`config.mk`:
```
export PLATFORM = sky130hd
export DESIGN_NAME = imm_gen_pipe
export DESIGN_NICKNAME = d
export VERILOG_FILES = /design/src/rtl/imm_gen_pkg.sv /design/src/rtl/imm_decode.sv /design/src/rtl/imm_gen_pipe.sv
export SDC_FILE = /design/constraint.sdc
export NUM_CORES = 1
export LEC_CHECK = 0
export ABC_CLOCK_PERIOD_IN_PS = 2100
export BUFFER_PORTS_ARGS = -buffer_cell sky130_fd_sc_hd__buf_2
export CELL_PAD_IN_SITES_DETAIL_PLACEMENT = 0
export CELL_PAD_IN_SITES_GLOBAL_PLACEMENT = 1
export CORE_ASPECT_RATIO = 0.7
export CORE_MARGIN = 2
export CORE_UTILIZATION = 38
export DETAILED_ROUTE_END_ITERATION = 16
export PLACE_DENSITY = 0.81
export SKIP_CTS_REPAIR_TIMING = 1
export SLEW_MARGIN = 10
export SYNTH_ARGS = -nofsm -noshare
export SYNTH_HDL_FRONTEND = slang
export SYNTH_SLANG_ARGS = --single-unit
export TNS_END_PERCENT = 100
```
`constraint.sdc`:
```
create_clock -name clk -period 2.1 [get_ports clk]
set_input_delay 0.105 -clock clk [delete_from_list [all_inputs] [get_ports clk]]
set_output_delay 0.105 -clock clk [all_outputs]
set_load 0.1 [all_outputs]
```
`src/rtl/imm_gen_pkg.sv`:
```
// Shared types for the pipelined immediate generator: opcodes, immediate
// formats, decode result and skid-buffer occupancy states.
package imm_gen_pkg;

    // Decode results are carried at the widest legal XLEN; consumers slice.
    localparam int IMM_MAX = 64;

    typedef enum logic [6:0] {
        LOAD   = 7'b0000011,
        OP_IMM = 7'b0010011,
        AUIPC  = 7'b0010111,
        STORE  = 7'b0100011,
        OP     = 7'b0110011,
        LUI    = 7'b0110111,
        BRANCH = 7'b1100011,
        JALR   = 7'b1100111,
        JAL    = 7'b1101111
    } opcode_t;

    typedef enum logic [2:0] {
        FMT_R   = 3'd0,
        FMT_I   = 3'd1,
        FMT_S   = 3'd2,
        FMT_B   = 3'd3,
        FMT_U   = 3'd4,
        FMT_J   = 3'd5,
        FMT_BAD = 3'd7
    } imm_fmt_t;

    typedef struct packed {
        logic [IMM_MAX-1:0] imm;
        imm_fmt_t           fmt;
        logic               illegal;
    } imm_dec_t;

    typedef enum logic [1:0] {
        ST_EMPTY = 2'd0,
        ST_ONE   = 2'd1,
        ST_TWO   = 2'd2
    } occ_t;

endpackage

```
`src/rtl/imm_decode.sv`:
```
// Combinational RV immediate decoder: classifies the instruction format and
// sign-extends the immediate to XLEN (bits above XLEN are left zero).
module imm_decode
    import imm_gen_pkg::*;
#(
    parameter int XLEN = 32
) (
    input  logic [31:0] instr,
    output imm_dec_t    dec
);

    logic [31:0] imm32;

    always_comb begin
        imm32       = '0;
        dec         = '0;
        dec.fmt     = FMT_R;
        dec.illegal = 1'b0;
        case (opcode_t'(instr[6:0]))
            LOAD, OP_IMM, JALR: begin
                imm32   = {{20{instr[31]}}, instr[31:20]};
                dec.fmt = FMT_I;
            end
            STORE: begin
                imm32   = {{20{instr[31]}}, instr[31:25], instr[11:7]};
                dec.fmt = FMT_S;
            end
            BRANCH: begin
                imm32   = {{19{instr[31]}}, instr[31], instr[7], instr[30:25], instr[11:8], 1'b0};
                dec.fmt = FMT_B;
            end
            LUI, AUIPC: begin
                imm32   = {instr[31:12], 12'h000};
                dec.fmt = FMT_U;
            end
            JAL: begin
                imm32   = {{11{instr[31]}}, instr[31], instr[19:12], instr[20], instr[30:21], 1'b0};
                dec.fmt = FMT_J;
            end
            OP: dec.fmt = FMT_R;
            default: begin
                dec.fmt     = FMT_BAD;
                dec.illegal = 1'b1;
            end
        endcase
        // Every 32-bit form already carries instr[31] in bit 31, so extending imm32 is enough.
        dec.imm[XLEN-1:0] = XLEN'($signed(imm32));
    end

endmodule

```
`src/rtl/imm_gen_pipe.sv`:
```
// Pipelined immediate generator: decode feeding a 2-entry skid buffer with
// valid/ready on both sides. Optional illegal-opcode counter: IMM_GEN_STATS_EN.
module imm_gen_pipe
    import imm_gen_pkg::*;
#(
    parameter int XLEN  = 32,
    parameter int TAG_W = 5,
    parameter int CNT_W = 16
) (
    input  logic             clk,
    input  logic             rst,
    input  logic             flush,
    input  logic             in_valid,
    output logic             in_ready,
    input  logic [31:0]      in_instr,
    input  logic [TAG_W-1:0] in_tag,
    output logic             out_valid,
    input  logic             out_ready,
    output logic [XLEN-1:0]  out_imm,
    output logic [2:0]       out_fmt,
    output logic             out_illegal,
    output logic [TAG_W-1:0] out_tag
`ifdef IMM_GEN_STATS_EN
    ,
    output logic [CNT_W-1:0] illegal_count
`endif
);

    imm_dec_t dec;
    imm_decode #(.XLEN(XLEN)) u_decode (.instr(in_instr), .dec(dec));

    // Bits of the decode result above XLEN are always zero.
    logic unused_dec_imm;
    assign unused_dec_imm = ^dec.imm;

    occ_t             state, state_nxt;
    logic [XLEN-1:0]  skid_imm;
    logic [2:0]       skid_fmt;
    logic             skid_illegal;
    logic [TAG_W-1:0] skid_tag;
    logic             in_xfer, out_xfer, load_out, load_skid, pop_skid;

    // Both handshake outputs decode the state flop only, so out_ready never reaches in_ready.
    assign in_ready  = (state != ST_TWO);
    assign out_valid = (state != ST_EMPTY);
    assign in_xfer   = in_valid && in_ready && !flush;
    assign out_xfer  = out_valid && out_ready && !flush;

    always_comb begin
        state_nxt = state;
        load_out  = 1'b0;
        load_skid = 1'b0;
        pop_skid  = 1'b0;
        if (flush) begin
            state_nxt = ST_EMPTY;
        end else begin
            case (state)
                ST_EMPTY: if (in_xfer) begin
                    state_nxt = ST_ONE;
                    load_out  = 1'b1;
                end
                ST_ONE: begin
                    if (in_xfer && out_xfer) begin
                        load_out = 1'b1;
                    end else if (in_xfer) begin
                        state_nxt = ST_TWO;
                        load_skid = 1'b1;
                    end else if (out_xfer) begin
                        state_nxt = ST_EMPTY;
                    end
                end
                ST_TWO: if (out_xfer) begin
                    state_nxt = ST_ONE;
                    pop_skid  = 1'b1;
                end
                default: state_nxt = ST_EMPTY;
            endcase
        end
    end

    always_ff @(posedge clk or posedge rst) begin
        if (rst) state <= ST_EMPTY;
        else     state <= state_nxt;
    end

    always_ff @(posedge clk or posedge rst) begin
        if (rst) begin
            out_imm      <= '0;
            out_fmt      <= '0;
            out_illegal  <= 1'b0;
            out_tag      <= '0;
            skid_imm     <= '0;
            skid_fmt     <= '0;
            skid_illegal <= 1'b0;
            skid_tag     <= '0;
        end else begin
            if (load_out) begin
                out_imm     <= dec.imm[XLEN-1:0];
                out_fmt     <= dec.fmt;
                out_illegal <= dec.illegal;
                out_tag     <= in_tag;
            end else if (pop_skid) begin
                out_imm     <= skid_imm;
                out_fmt     <= skid_fmt;
                out_illegal <= skid_illegal;
                out_tag     <= skid_tag;
            end
            if (load_skid) begin
                skid_imm     <= dec.imm[XLEN-1:0];
                skid_fmt     <= dec.fmt;
                skid_illegal <= dec.illegal;
                skid_tag     <= in_tag;
            end
        end
    end

`ifdef IMM_GEN_STATS_EN
    // Counts accepted illegal opcodes only; a flush cycle never accepts.
    always_ff @(posedge clk or posedge rst) begin
        if (rst)
            illegal_count <= '0;
        else if (in_xfer && dec.illegal && !(&illegal_count))
            illegal_count <= illegal_count + CNT_W'(1);
    end
`else
    localparam int unused_cnt_w = CNT_W;
`endif

endmodule

```
# Word-level counts from Yosys, hierarchy flattened
# Cells that the tools add are included.
[word_totals] register_bits=84 output_inout_bits=43 word_cells=66
[op_classes] eq_ne=16 muxes=28 n_reduce_logical=13
[op_table] cell="32-bit case mux with 5 select lines" n=1
[op_table] cell="32-bit two-way mux" n=2
[op_table] cell="7-bit by 6-bit == test with 1-bit output, second input constant" n=3
[op_table] cell="7-bit == test, second input constant" n=3
[op_table] cell="3-bit case mux with 6 select lines" n=1
[op_table] cell="7-bit by 5-bit == test with 1-bit output, second input constant" n=2
[op_table] cell="1-bit two-way mux" n=12
[op_table] cell="2-bit two-way mux" n=6
[op_table] cell="5-bit two-way mux" n=2
[op_table] cell="3-bit inequality test, second input constant" n=3
[op_table] cell="9-bit OR reduction" n=1
[op_table] cell="7-bit by 2-bit == test with 1-bit output, second input constant" n=1
[op_table] cell="3-bit two-way mux" n=2
[op_table] cell="2-bit case mux with 3 select lines" n=1
[op_table] cell="1-bit logical AND" n=5
[op_table] cell="4-bit inequality test, second input constant" n=1
[op_table] cell="4-bit AND reduction" n=1
[op_table] cell="2-bit nonzero test" n=2
[op_table] cell="3-bit OR reduction" n=1
[op_table] cell="2-bit by 1-bit == test with 1-bit output, second input constant" n=1
[op_table] cell="2-bit == test, second input constant" n=1
[op_table] cell="2-bit zero test" n=1
[op_table] cell="2-bit inequality test, second input constant" n=1
[op_table] cell="1-bit case mux with 2 select lines" n=1
[op_table] cell="other kinds (2)" n=2

# Longest topological paths before layout
# Gate-level depths: netlist of run 1.
[logic_depth] ltp_word=8 depth_mapped=6 depth_no_buf=4

# By module
# A second synthesis of run 1 with hierarchy kept.
[hier_totals] cells_unflattened=350 hier_area_um2=4465.5
[modules_own_cells] mod="imm_gen_pipe" n_inst=1 cells_per_inst=236 area_per_inst_um2=3689.8 seq_area_each_um2=2102.0
[modules_own_cells] mod="imm_decode" n_inst=1 cells_per_inst=114 area_per_inst_um2=775.7 seq_area_each_um2=0.0

# Worst setup path after synthesis of run 1
# Ideal clock, no wire load.
[synth_timing] path_type="flip-flop to flip-flop" start="register state[0]" end="register state[1]" t_arrival_ps=1454 t_required_ps=2002 slack_ps=549 path_stages_with_launch=3 path_buffers=0 cell_sequence="dfrtp_1 -> nand2b_1 -> a211oi_1"
[synth_via] elab_chain_cells=7 word_cells_on_any_way=19
[synth_lines] element="start: declaration" line_no="imm_gen_pipe.sv:36" text="occ_t state, state_nxt;"
[synth_lines] element="start signal: assignment" line_no="imm_gen_pipe.sv:83" text="else state <= state_nxt;"
[synth_lines] element="2-bit inequality test (*)" line_no="imm_gen_pipe.sv:44" text="assign in_ready = (state != ST_TWO);"
[synth_lines] element="net in_ready" line_no="imm_gen_pipe.sv:14" text="output logic in_ready,"
[synth_lines] element="1-bit logical AND (*) (2 in a row)" line_no="imm_gen_pipe.sv:46" text="assign in_xfer = in_valid && in_ready && !flush;"
[synth_lines] element="2-bit two-way mux" line_no="imm_gen_pipe.sv:65" text="end else if (in_xfer) begin"
[synth_lines] element="2-bit two-way mux" line_no="imm_gen_pipe.sv:63" text="if (in_xfer && out_xfer) begin"
[synth_lines] element="2-bit case mux with 3 select lines" line_no="imm_gen_pipe.sv:57" text="case (state)"
[synth_lines] element="2-bit two-way mux" line_no="imm_gen_pipe.sv:54" text="if (flush) begin"
# Mark *: on every way through the listed nets, which the timed path passes. The rest lies on a longest branch. The select of a mux whose other input is x is not followed.
# A chain may end at the register's enable or synchronous reset.

# Worst setup path in the final report of run 1
[layout_timing] start="register state[1]" end="register skid_fmt[0]"
[layout_via] elab_chain_cells=7 word_cells_on_any_way=12
[layout_lines] element="2-bit inequality test or 2-bit nonzero test (tied branches)" line_no="imm_gen_pipe.sv:44, imm_gen_pipe.sv:45"
[layout_lines] element="1-bit logical AND (on tied branches) (2 in a row)" line_no="imm_gen_pipe.sv:46, imm_gen_pipe.sv:47"
[layout_lines] element="1-bit two-way mux or 1-bit logical AND (tied branches)" line_no="imm_gen_pipe.sv:65, imm_gen_pipe.sv:63"
[layout_lines] element="1-bit two-way mux" line_no="imm_gen_pipe.sv:63"
[layout_lines] element="1-bit two-way mux (*)" line_no="imm_gen_pipe.sv:57"
[layout_lines] element="1-bit two-way mux (*)" line_no="imm_gen_pipe.sv:54"
[layout_lines] element="end signal: assignment" line_no="imm_gen_pipe.sv:110" text="skid_fmt <= dec.fmt;"
[layout_lines] element="end: declaration" line_no="imm_gen_pipe.sv:38" text="logic [2:0] skid_fmt;"
# Mark *: on every way between the ends. The rest lies on a longest branch, timed or not.

==> results.md, run 1 <==
* Run status: finished, violations left
* Failing checks: hold timing
* Sequential area share after synthesis at about half
* 1st-pass router iterations at 5
* Worst min-delay path class: primary input to register
* Netlist cell types at between 50 and 60
* Slew margin rel. at 51.7%
* Crit path DAT at ~2100 ps
* Vias at around 3400
* CTS H-tree lvls at 3
* Final Net Count at between 500 and 600
* Die X at 129 µm
* Slew of the pin with the lowest slew margin at between 700 and 800 ps
* CP Capture Type: register
* Hold Slack at -6.64 ps
* Inst Count DP at roughly 630
* Cell Rows at 31
* Cells after Synth at 415
* RSZ-0062 raised after global routing: false
* Crit path time final at 1820 ps
* Non-Filler Instances at 653
* Placer Congestion at between 0.8 and 0.9
* Peak VDD IR at 0.000446 V
* Post-DP HPWL at around 7400 µm
* Reg2Reg Depth at 5
* Initial Util at about two fifths
* Overall power at 4.68 mW
* GR Overflow Total at 0
* CORE AREA at approximately 11000 µm²
* Primary FF master, synth: dfrtp_1
* Die area at between 10000 and 15000 µm²
* Pleak at 2.39 nW
* Max-cap violations at 0
* Final hold viol count at 2
* Clk_skew at 4.45 ps
* IO Port Bufs at 84
* Drt total wl at 10700 µm
* Reg clk slew, reported paths at roughly 60 ps
* Filler cell count at about 980
* Final Max Slew Viols at 0
* CTS Buffer Depth at 2
* WL/cell at between 15 and 20 µm
* Vias in the first global route at approximately 3300
* Async set-reset flop share out of synthesis at 100%
* Diode count at 0
* Post-synth EDFFs at 0
* Initial antenna violation count at 0
* Kind of critical path: register to register
* Synth Register Bits at between 80 and 90
* Share of post-route cells with drive strength above 1 at 30.1%
* # IOs at 85
* Hold path cells at 3
* Skew-Pair Late Insertion Delay at 330 ps
* Synth warnings at 0
* Final setup violating endpoints at 0
* Fmax at roughly 550 MHz
* Commonest cells after routing, fill and taps aside: nand2_1, buf_2, dfrtp_1
* Number of buffers created by CTS at 9
* Routed vias/inst at about 5.3
* # DRC at 0
* All-layer global routing usage at 19.1%
* Final period utilization at just under 90%
* Crit path required time at between 2000 and 2500 ps
* Antenna viol nets, final at 0
* Startpoint type of the worst setup path: register
* DRT iter0 DRCs at 330
* Root buf cell: clkbuf_16
* First-pass GRT wire length at roughly 18000 µm
* Synth Net Count at between 400 and 500
* CTS tree: built
* CP max FO at 21
* Die Height at 91.6 µm
* Setup TNS at 0 ps
* Syn Area/Cell at 10.0 µm²
* Cell area power density at a little over 900 nW/µm²
* Commonest non-fill, non-tap cell in the layout: nand2_1
* Syn-to-layout area delta at 20.8%
* # clock sinks at 84
* Largest net degree at the start of global routing at 85
* Netlist Area Pre-Place at 4170 µm²
critical path, cell delays in order, from the launching register on:
cell,delay (ps)
dfrtp_1,470
nor3b_2,250
nand2_1,330
buf_4,330
a211oi_1,240
a21o_1,130
power by group:
part           leakage (nW)  internal (mW)  switching [mW]
registers              1.08           1.84           0.126
logic                  1.19          0.289            1.03
clock network         0.120          0.795           0.612
total                  2.39           2.92            1.77
routing by layer:
layer	vias to the layer above	part of all wire (%)	GRT usage, %
met5	-	0	0
met4	0	0.21	3.89
met3	2	5.5	5.66
met2	110	42	25.6
met1	1685	53	30.1
li1	1651	-	-
through the flow:
step | utilization [%] | instance area [µm²] | worst slack (ps)
final | 47.9 | 5030 | 280
after global routing | 47.9 | 5030 | 97.8
after CTS | 47.3 | 4970 | 276
after detailed placement | 44.9 | 4720 | 247
after global placement | 44.9 | 4720 | 337
after floorplan | - | 4170 | 549
layout make-up:
type	instances	area (µm²)	area share, %
inverters	4	18.8	0.373
repair buffers	103	591	11.7
flip-flops and latches	84	2100	41.8
clock buffers	13	240	4.77
clock inverters	2	12.5	0.249
multi-input cells	299	1880	37.4
well taps	148	185	3.68
worst paths after layout:
check	startpoint	slack, ps	end
min in group asynchronous	rst	420	out_tag[0]
max reg2reg	state[1]	280	skid_fmt[0]
max in group asynchronous	rst	1280	out_imm[0]
min	in_tag[0]	-7	skid_tag[0]
max	state[1]	280	skid_fmt[0]
min reg2reg	out_tag[3]	470	out_tag[3]
registers in the layout, summed over array words and instances, names as in the netlist:
name and cells:
out_fmt 3, out_illegal 1, out_imm 32, out_tag 5
skid_fmt 3, skid_illegal 1, skid_imm 32, skid_tag 5
state 2
cells by family after synthesis:
group	synth area share, %
DFF	50.5
buffers and inverters	4.69
and+or+nand+nor	22.0
AOI/OAI and AO/OA	21.9
muxes	0.991
cell usage after synthesis, types with 2 or more instances:
library cell	count	area [µm²]
a211o_1	9	78.8
a211oi_1	3	22.5
a21oi_1	15	75.1
a21oi_2	12	105
a221o_1	4	40.0
a22o_1	6	52.6
a22oi_1	12	90.1
a32oi_1	6	52.6
a32oi_2	6	97.6
and3_1	6	37.5
buf_2	9	45.0
buf_4	7	52.6
buf_6	5	56.3
clkbuf_1	6	22.5
dfrtp_1	84	2100
inv_1	4	15.0
mux2i_1	3	30.0
nand2_1	105	394
nand2_2	6	37.5
nand2b_1	5	31.3
nand3_1	25	125
nand4bb_1	2	22.5
nor2_1	16	60.1
nor2b_1	2	12.5
nor3_1	2	10.0
nor3_2	2	20.0
o211ai_1	7	52.6
o21ai_0	12	60.1
o21ai_1	7	35.0
(Power assumes the default switching activity.)
==> inputs of run 2 (changes only) <==
REMOVE_ABC_BUFFERS = 1   (was not set)
==> results.md, run 2 (synthesis gave the netlist of run 1 again) <==
* Run status: finished, final reports clean (was finished, violations left)
* Drt total wl at 11300 µm (was 10700 µm)
* Setup WS pre-CTS at 213 ps (was 247 ps)
* Initial Util at 39.6% (unchanged)
* Post-DP HPWL at 7680 µm (was 7400 µm)
* CP peak stage delay at 670 ps (was 470 ps)
* Crit path time final at 1850 ps (was 1820 ps)
* Psw at 1.80 mW (was 1.77 mW)
* Hold path cells at 2 (was 3)
* Cell Int Power at 2.96 mW (was 2.92 mW)
* HP Start: out_ready (was in_tag[0])
* Slew of the pin with the lowest slew margin at 897 ps (was 725 ps)
* RSZ-0062 raised after global routing: false (unchanged)
* Sequential power share at 41.2% (was 41.9%)
* # clock sinks at 84 (unchanged)
* Filler cell count at 1005 (was 979)
* WHS Endpoint: state[1] (was skid_tag[0])
* Die area at 11800 µm² (unchanged)
* Sw Share at 37.9% (was 37.7%)
* WL/cell at 17.2 µm (was 16.4 µm)
* Clk pwr share at 30.9% (was 30.0%)
* Number of buffers created by CTS at 9 (unchanged)
* Final setup violating endpoints at 0 (unchanged)
* Cell area power density at 939 nW/µm² (was 931 nW/µm²)
* Final hold viol count at 0 (was 2)
* # IOs at 85 (unchanged)
* Storage element area at 2100 µm² (unchanged)
* Fin area at 5070 µm² (was 5030 µm²)
* CORE AREA at 10500 µm² (unchanged)
* Routed vias/inst at 5.37 (was 5.28)
* Die Height at 91.6 µm (unchanged)
* Clk_skew at 5.93 ps (was 4.45 ps)
* Fin worst setup slack at 255 ps (was 280 ps)
* CP Capture Type: register (unchanged)
* Commonest non-fill, non-tap cell in the layout: nand2_1 (unchanged)
* Worst min-delay path class: primary input to register (unchanged)
* Setup TNS at 0 ps (unchanged)
* Reg2Reg Depth at 4 (was 5)
* Diode count at 0 (unchanged)
* Kind of critical path: register to register (unchanged)
* CP max FO at 11 (was 21)
* R2R setup slack at 250 ps (was 280 ps)
* Largest regs: out_imm x32, skid_imm x32 (unchanged)
* Critical path's top delay family: compound AO/OA/AOI/OAI gates (was simple AND/OR/NAND/NOR gates)
* Vias at 3524 (was 3448)
* Share of post-route cells with drive strength above 1 at 30.9% (was 30.1%)
* IO Port Bufs at 84 (unchanged)
* Cell Rows at 31 (unchanged)
* Max-cap violations at 0 (unchanged)
* CP bufs+invs at 0 (was 1)
* Slew margin rel. at 40.2% (was 51.7%)
* CTS tree: built (unchanged)
* FF-to-FF Start: state[1] (unchanged)
* Fmax at 542 MHz (was 549 MHz)
* Reg clk slew, reported paths at 60 ps (about the same)
* Multi-input logic area at 1890 µm² (was 1880 µm²)
* Commonest cells after routing, fill and taps aside: nand2_1, buf_2, dfrtp_1 (unchanged)
* Crit path max-delay cell type: a21oi_2 (was dfrtp_1)
* Pleak at 2.41 nW (was 2.39 nW)
* 1st-pass router iterations at 4 (was 5)
* DRT iter0 DRCs at 349 (was 330)
* # DRC at 0 (unchanged)
* Peak VDD IR at 0.000516 V (was 0.000446 V)
* Final period utilization at 87.9% (was 86.7%)
* Placed Area at 4740 µm² (was 4720 µm²)
* Antenna viol nets, final at 0 (unchanged)
* Syn-to-layout area delta at 21.7% (was 20.8%)
* Comb pwr share at 27.9% (was 28.1%)
* CTS H-tree lvls at 3 (unchanged)
* Skew-Pair Late Insertion Delay at 340 ps (was 330 ps)
* Final Max Slew Viols at 0 (unchanged)
* Placer Congestion at 0.884 (was 0.846)
* Root buf cell: clkbuf_16 (unchanged)
* Die X at 129 µm (unchanged)
* Crit path cell chain: nor3b_2 > nand2_1 > a21oi_2 > a21oi_1 (was nor3b_2 > nand2_1 > buf_4 > a211oi_1 > a21o_1)
* Vias in the first global route at 3535 (was 3319)
* Crit path DAT at 2030 ps (was 2090 ps)
* Largest net degree at the start of global routing at 73 (was 85)
* First-pass GRT wire length at 18700 µm (was 17600 µm)
* GR Overflow Total at 0 (unchanged)
* All-layer global routing usage at 20.4% (was 19.1%)
* Final Net Count at 545 (was 543)
* Initial antenna violation count at 0 (unchanged)
* Crit path required time at 2290 ps (was 2370 ps)
* R2r endpoint: skid_imm[30] (was skid_fmt[0])
* CTS Buffer Depth at 2 (unchanged)
* Startpoint type of the worst setup path: register (unchanged)
==> run 2: how the worst max path moves through the flow <==
stage,slack (ps),to,from,cells after the start
final,250,skid_imm[30],state[1],4
after global routing,70,skid_imm[30],state[1],4
after CTS,240,skid_imm[30],state[1],4
after detailed placement,210,skid_imm[30],in_instr[3],5
after global placement,310,skid_imm[6],in_instr[3],6
after floorplan,-2390,out_fmt[0],state[1],3
==> run 2: power groups by stage <==
stage                     clock network [mW]  registers [mW]  logic, mW
after CTS                               1.51            1.96       1.33
after global placement                     0            1.98       1.30
after detailed placement                   0            1.99       1.33
final                                   1.47            1.96       1.33
after floorplan                            0            2.63      0.367
after global routing                    1.58            1.99       1.41
==> run 2: per-stage QoR <==
stage | hold WS (ps) | utilization (%) | std cells | power (mW)
2_1_floorplan | 171 | - | 387 | 3.00
3_3_place_gp | 34.8 | 45.1 | 634 | 3.28
3_5_place_dp | 42.1 | 45.1 | 634 | 3.31
4_1_cts | -323 | 47.7 | 650 | 4.80
5_1_grt | 13.5 | 48.2 | 656 | 4.98
6_report | 3.67 | 48.2 | 656 | 4.76
==> run 2: routing by layer <==
metal,vias to the layer above,track usage [%],part of all wire (%)
met1,1737,30.2,48
li1,1659,-,-
met2,121,29.6,44
met5,-,0,0
met3,7,6.19,7.3
met4,0,3.71,0.83
==> run 2: area by class of cell <==
class                      instances  share of cell area, %
timing repair buffer             105                   11.9
tap                              148                   3.65
clock buffer                      12                   4.86
clock inverter                     4                  0.494
sequential                        84                   41.5
inverter                           4                  0.321
multi-input combinational        299                   37.3
==> inputs of run 3 (changes only) <==
HOLD_SLACK_MARGIN = 0.03   (was not set)
RECOVER_POWER = 25   (was not set)
==> results.md, run 3 (synthesis gave the netlist of run 1 again) <==
* Pleak at 2.45 nW (was 2.41 nW)
* Largest net degree at the start of global routing at 73 (unchanged)
* Inst Count DP at 634 (unchanged)
* IO Port Bufs at 84 (unchanged)
* Overall power at 4.77 mW (was 4.76 mW)
* Vias in the first global route at 3535 (unchanged)
* Cell Rows at 31 (unchanged)
* First-pass GRT wire length at 18700 µm (unchanged)
* GRT met1 Usage at 30.2% (unchanged)
* Non-Filler Instances at 666 (was 656)
* Final hold viol count at 0 (unchanged)
* Filler cell count at 996 (was 1005)
* Commonest cells after routing, fill and taps aside: nand2_1, buf_2, dfrtp_1 (unchanged)
* Clk pwr share at 30.8% (was 30.9%)
* CTS tree: built (unchanged)
* CORE AREA at 10500 µm² (unchanged)
* CTS H-tree lvls at 3 (unchanged)
* HP Start: in_instr[12] (was out_ready)
* Slew of the pin with the lowest slew margin at 913 ps (was 897 ps)
* # DRC at 0 (unchanged)
* 1st-pass router iterations at 5 (was 4)
* Sequential power share at 41.1% (was 41.2%)
* Setup TNS at 0 ps (unchanged)
* CTS Buffer Depth at 2 (unchanged)
* Reg2Reg Depth at 4 (unchanged)
* Psw at 1.80 mW (about the same)
* Clk_skew at 5.37 ps (was 5.93 ps)
* Max-cap violations at 0 (unchanged)
* Worst min-delay path class: primary input to register (unchanged)
* Placer Congestion at 0.884 (unchanged)
* All-layer global routing usage at 20.4% (unchanged)
* Comb pwr share at 28.1% (was 27.9%)
* Final Max Slew Viols at 0 (unchanged)
* Skew-Pair Late Insertion Delay at 340 ps (about the same)
* Initial Util at 39.6% (unchanged)
* Reg clk slew, reported paths at 60 ps (about the same)
* GR Overflow Total at 0 (unchanged)
* Sw Share at 37.8% (was 37.9%)
* Routing usage on met2 at 29.6% (unchanged)
* DRT iter0 DRCs at 356 (was 349)
* Slew margin rel. at 39.1% (was 40.2%)
* Crit path required time at 2290 ps (about the same)
* # clock sinks at 84 (unchanged)
* Vias at 3566 (was 3524)
* Crit path time final at 1850 ps (about the same)
* Initial antenna violation count at 0 (unchanged)
* Drt total wl at 11400 µm (was 11300 µm)
* Fmax at 540 MHz (was 542 MHz)
* Crit path DAT at 2040 ps (was 2030 ps)
* Antenna viol nets, final at 0 (unchanged)
* Die area at 11800 µm² (unchanged)
* Post-DP HPWL at 7680 µm (unchanged)
* WL/cell at 17.1 µm (was 17.2 µm)
* Root buf cell: clkbuf_16 (unchanged)
* Final period utilization at 88.2% (was 87.9%)
* Routed vias/inst at 5.35 (was 5.37)
* Final setup violating endpoints at 0 (unchanged)
* Hold path cells at 2 (unchanged)
* Share of post-route cells with drive strength above 1 at 30.3% (was 30.9%)
* Final Net Count at 555 (was 545)
* RSZ-0062 raised after global routing: false (unchanged)
* Cell Int Power at 2.97 mW (was 2.96 mW)
* CP max FO at 11 (unchanged)
* Met3 usage at 6.19% (unchanged)
* FF-to-FF Start: state[1] (unchanged)
* Commonest non-fill, non-tap cell in the layout: nand2_1 (unchanged)
* Diode count at 0 (unchanged)
* CP Capture Type: register (unchanged)
* Startpoint type of the worst setup path: register (unchanged)
* R2R setup slack at 250 ps (about the same)
* # IOs at 85 (unchanged)
* Kind of critical path: register to register (unchanged)
* Largest regs: out_imm x32, skid_imm x32 (unchanged)
* Die Height at 91.6 µm (unchanged)
* Run status: finished, final reports clean (unchanged)
* Cell area power density at 923 nW/µm² (was 939 nW/µm²)
* Syn-to-layout area delta at 24.1% (was 21.7%)
* WHS Endpoint: out_imm[12] (was state[1])
* Peak VDD IR at 0.000516 V (about the same)
* Die X at 129 µm (unchanged)
* R2r endpoint: skid_imm[30] (unchanged)
* Number of buffers created by CTS at 9 (unchanged)
* Most Used Layer, Global Route: met1 (unchanged)
run 3: area by class of cell:
cell class              count  area [µm²]  area share [%]
repair buffers            115         706            13.6
multi-input cells         299        1890            36.5
clock buffers              12         246            4.77
clock inverters             4        25.0           0.484
flip-flops and latches     84        2100            40.7
well taps                 148         185            3.58
inverters                   4        16.3           0.315
run 3: per-layer routing:
| layer | wire, µm | vias up | share of wire [%] |
|---|---|---|---|
| li1 | - | 1679 | - |
| met1 | 5600 | 1762 | 49 |
| met2 | 5060 | 118 | 44 |
| met3 | 688 | 7 | 6.0 |
| met4 | 63 | 0 | 0.55 |
| met5 | 0 | - | 0 |
run 3: power by group through the flow:
| stage | Combinational (mW) | Sequential, mW | Clock (mW) |
|---|---|---|---|
| 2_1_floorplan | 0.367 | 2.63 | 0 |
| 3_3_place_gp | 1.30 | 1.98 | 0 |
| 3_5_place_dp | 1.33 | 1.99 | 0 |
| 4_1_cts | 1.33 | 1.96 | 1.51 |
| 5_1_grt | 1.43 | 1.99 | 1.58 |
| 6_report | 1.34 | 1.96 | 1.47 |
run 3: stage by stage:
stage               area (µm²)  util [%]  setup slack, ps  hold slack [ps]
floorplan                 3990         -            -2390              171
global placement          4740      45.1              310             34.8
detailed placement        4740      45.1              213             42.1
CTS                       5010      47.7              239             -323
global route              5170      49.2             74.8             33.0
finish                    5170      49.2              247             23.2
run 3: worst max-delay path: stages, from the launching register on:
cell	delay, ps
dfrtp_1	470
nor3b_2	240
nand2_1	130
a21oi_2	680
a21oi_1	160
run 3: worst max path at each step:
stage	startpoint	to	slack (ps)	depth (start not counted)
detailed placement	in_instr[3]	skid_imm[30]	210	5
global route	state[1]	skid_imm[30]	70	4
finish	state[1]	skid_imm[30]	250	4
CTS	state[1]	skid_imm[30]	240	4
floorplan	state[1]	out_fmt[0]	-2390	3
global placement	in_instr[3]	skid_imm[6]	310	6
